==> src/rtl/demux_1x4_stream.sv <==
// Registered 1-to-4 stream demultiplexer: each input word is routed by S into one
// of four single-entry output slots, each with its own valid/ready handshake and delivered-word counter.
module demux_1x4_stream #(
    parameter int W     = 8,
    parameter int CNT_W = 8
) (
    input  logic               clk,
    input  logic               rst,
    input  logic [W-1:0]       I,
    input  logic [1:0]         S,
    input  logic               in_valid,
    output logic               in_ready,
    output logic [4*W-1:0]     Y,
    output logic [3:0]         Y_valid,
    input  logic [3:0]         Y_ready,
    output logic [4*CNT_W-1:0] cnt
);

    logic [W-1:0]     data_reg  [4];
    logic [CNT_W-1:0] cnt_reg   [4];
    logic [3:0]       valid_reg;
    logic [3:0]       xfer;
    logic [3:0]       load;
    logic             accept;

    // Only the selected slot gates acceptance; a full slot frees up in the same
    // cycle its consumer takes the word, giving back-to-back pass-through.
    assign in_ready = ~rst & (~valid_reg[S] | Y_ready[S]);
    assign accept   = in_valid & in_ready;
    assign Y_valid  = valid_reg;

    genvar gi;
    generate
        for (gi = 0; gi < 4; gi++) begin : g_chan
            assign xfer[gi] = valid_reg[gi] & Y_ready[gi];
            assign load[gi] = accept & (S == 2'(gi));

            always_ff @(posedge clk) begin
                if (rst) begin
                    data_reg[gi]  <= '0;
                    valid_reg[gi] <= 1'b0;
                    cnt_reg[gi]   <= '0;
                end else begin
                    if (load[gi]) begin
                        data_reg[gi]  <= I;
                        valid_reg[gi] <= 1'b1;
                    end else if (xfer[gi]) begin
                        valid_reg[gi] <= 1'b0;
                    end
                    if (xfer[gi]) begin
                        cnt_reg[gi] <= cnt_reg[gi] + CNT_W'(1);
                    end
                end
            end

            assign Y[gi*W +: W]         = data_reg[gi];
            assign cnt[gi*CNT_W +: CNT_W] = cnt_reg[gi];
        end
    endgenerate

endmodule

==> config.mk <==
export PLATFORM = sky130hd
export DESIGN_NAME = demux_1x4_stream
export DESIGN_NICKNAME = d
export VERILOG_FILES = /design/src/rtl/demux_1x4_stream.sv
export SDC_FILE = /design/constraint.sdc
export NUM_CORES = 1
export LEC_CHECK = 0
export ABC_AREA = 1
export ABC_CLOCK_PERIOD_IN_PS = 1900
export CAP_MARGIN = 10
export CORE_UTILIZATION = 43
export DETAILED_ROUTE_END_ITERATION = 6
export PLACE_DENSITY = 0.73
export SETUP_SLACK_MARGIN = 0.2
export SLEW_MARGIN = 20
export SYNTH_ARGS = -nofsm -noshare
export SYNTH_HDL_FRONTEND = slang
export SYNTH_SLANG_ARGS = --single-unit
==> constraint.sdc <==
create_clock -name clk -period 1.9 [get_ports clk]
set_clock_uncertainty 0.15 [all_clocks]
set_input_delay 0.475 -clock clk [delete_from_list [all_inputs] [get_ports clk]]
set_output_delay 0.475 -clock clk [all_outputs]
set_load 0.005 [all_outputs]
==> reports/qor.txt <==
run status: completed
Period minus WS final: 1773 ps
Tightest Hold Check Type: primary input to register
Cell Rows: 30
Layout fillers: 519
worst-case clock buffer depth: 2
core area: 0.006869 mm^2
Routed WL per cell: 13.68 um
Gate Count Post-Synth: 286
CP Launch Type: primary input
Hold Violations, Final: 0
Clock Sinks: 68
Pre-antenna DRT Iters: 4
clock power share: 40.1%
DP HPWL: 5243 um
hold slack: 327.1 ps
Overall Global Routing Usage: 20.28%
Final WS setup: 126.5 ps
Pleak: 2.197 nW
commonest non-fill, non-tap cell in the layout: dlygate4sd2_1
fin. max-slew vios: 0
io pins: 86
antenna fix cells: 0
Crit path buffers/inverters: 2
synth warn: 0
antenna viol nets, final: 0
Reg power frac: 48.8%
most frequent cells in the layout: dlygate4sd2_1, edfxtp_1, nor2_1, buf_4, nand2_1
Power Density: 730.8 mW/mm^2
number of global-route vias before repair: 2,382
Post-synth EDFFs: 64
r2r endpoint: Y_valid[3]
largest net degree at the start of global routing: 13
via count: 2,565
routability cong.: 0.8192
Clock Latency Late Sink: 330 ps
Distinct cells, synth: 28
P_sw: 0.7614 mW
Worst path slowest cell: clkdlybuf4s15_1
main flop type after synthesis: edfxtp_1
Clock Tree Root: clkbuf_8
peak supply drop: 405.5 uV
Sw Ratio: 21.61%
# nets final: 464
count of input and output buffers: 85
FF+latch area: 0.002006 mm^2
layout cells sized above 1: 27.01%
slowest stage delay, CP: 220 ps
syn nets: 307
Clk pin slew, worst setup/hold paths: 70 ps
cell area after layout: 0.004821 mm^2
Worst setup startpoint: Y_ready[1]
Worst path top cell family by delay: buffers and inverters
setup violators final: 0
H-tree levels: 3
Die Y: 87.02 um
Slew @ Worst Pin: 319.0 ps
Slew HR: 78.68%
Worst Path Arrival: 1150 ps
die width: 87.02 um
Final period util: 93.34%
DRC: 0
DR vias/cell: 4.715
Routed WL: 7440 um
post-synthesis sequential area ratio: 64.41%
kind of critical path: primary input to primary output
P_int: 2.762 mW
global-route wire length before repair: 11,470 um
GRT overflow: 0
Levels on crit path: 6
Netlist Area Pre-Place: 0.003108 mm^2
Die ar.: 0.007572 mm^2
initial antenna violation count: 0
async set or reset register ratio after synthesis: 0%
Max Cap Violations: 0
R2R setup slack: 270 ps
CTS tree: done
Synth Register Bits: 68
dpl ws: -904.2 ps
CP Capture Type: primary output
Worst Setup EP: in_ready
unrepaired setup endpoints after global routing: yes
CTS buffer count: 9
initial drt markers: 110
RR Startpoint: Y_valid[0]
Initial Util: 45.25%
worst r2r path cells: 11
Placed Area: 0.004370 mm^2
CTS Hold Bufs: 0
combinational share of power: 11.1%
Mean Syn Cell Area: 10.87 um^2
critical path peak fanout: 2
Required @ worst endpoint: 1270 ps
multi-input logic area: 0.001017 mm^2
Peak Freq: 563.9 MHz
HP Start: Y_ready[2]
Layout area overhead: 55.11%
CP Cell Sequence: clkdlybuf4s15_1 -> nand3_2 -> nand2_2 -> nor2_4 -> a21oi_2 -> buf_2
[power by group through the flow]
stage | clock, mW | combinational [mW] | sequential, mW
2_1_floorplan | 0 | 0.124 | 1.77
3_3_place_gp | 0 | 0.362 | 1.76
3_5_place_dp | 0 | 0.371 | 1.77
4_1_cts | 1.44 | 0.375 | 1.72
5_1_grt | 1.49 | 0.423 | 1.72
6_report | 1.41 | 0.391 | 1.72
[cell families (layout without fill, tap and decap cells)]
family / Yosys count / after routing / synth area share, %
XOR/XNOR: 4 / 4 / 1.127
AO/OA/AOI/OAI: 28 / 28 / 5.153
flip-flops: 68 / 68 / 64.41
AND/OR/NAND/NOR: 143 / 143 / 22.62
buffers and inverters: 39 / 201 / 5.072
adder cells (fa/ha/maj): 4 / 4 / 1.610
[how the worst min path moves through the flow]
stage	depth (start not counted)	slack (ps)	endpoint
global route	4	340	Y_valid[2]
detailed placement	3	460	Y_valid[1]
finish	4	330	Y_valid[2]
CTS	4	460	Y_valid[2]
floorplan	2	350	Y_valid[2]
global placement	1	460	cnt_reg[2][0]
[layer usage]
layer	GRT usage (%)	vias up	part of all wire (%)
met3	3.602	10	3.8
met5	0	-	0
met4	8.788	0	1.7
li1	-	1284	-
met1	25.08	1211	43
met2	34.86	60	52
[metrics by stage]
| step | utilization, % | instances | total power [mW] | TNS, ps |
|---|---|---|---|---|
| 5_1_grt | 70.18 | 544 | 3.637 | 0 |
| 2_1_floorplan | - | 286 | 1.893 | 0 |
| 6_report | 70.18 | 544 | 3.523 | 0 |
| 3_5_place_dp | 63.62 | 494 | 2.138 | -47200 |
| 4_1_cts | 69.00 | 541 | 3.530 | 0 |
| 3_3_place_gp | 63.62 | 494 | 2.127 | -40120 |
[worst min-delay path: cells and delay by family]
family | cells | cell delay (ps)
compound gates | 1 | 60
buf+inv | 2 | 170
simple gates | 1 | 60
[synthesized netlist by cell type, types with 4 or more instances]
library cell	n	share of area [%]
nand2_1	43	5.2
a21oi_2	4	1.1
nand4_4	4	2.7
nor2_1	63	7.6
nor3_1	7	1.1
a21oi_1	14	2.3
dfxtp_1	4	2.6
nand3_1	10	1.6
inv_1	33	4.0
edfxtp_1	64	62
o21ai_0	7	1.1
ha_1	4	1.6
[timing repair]
action                                  4_1_cts  5_1_grt
setup buffers                                30        3
pin swaps                                     2       11
gates resized for setup                      91       31
gates cloned                                  1        0
endpoints found under the setup margin      158       24
[area by class of cell]
class / instances / area share, %
inverter: 36 / 2.985
multi-input combinational: 179 / 21.10
timing repair buffer: 149 / 26.89
clock buffer: 9 / 2.569
tap: 96 / 2.492
clock inverter: 7 / 2.362
sequential: 68 / 41.60
No activity file was read; power rests on OpenSTA's default activity.
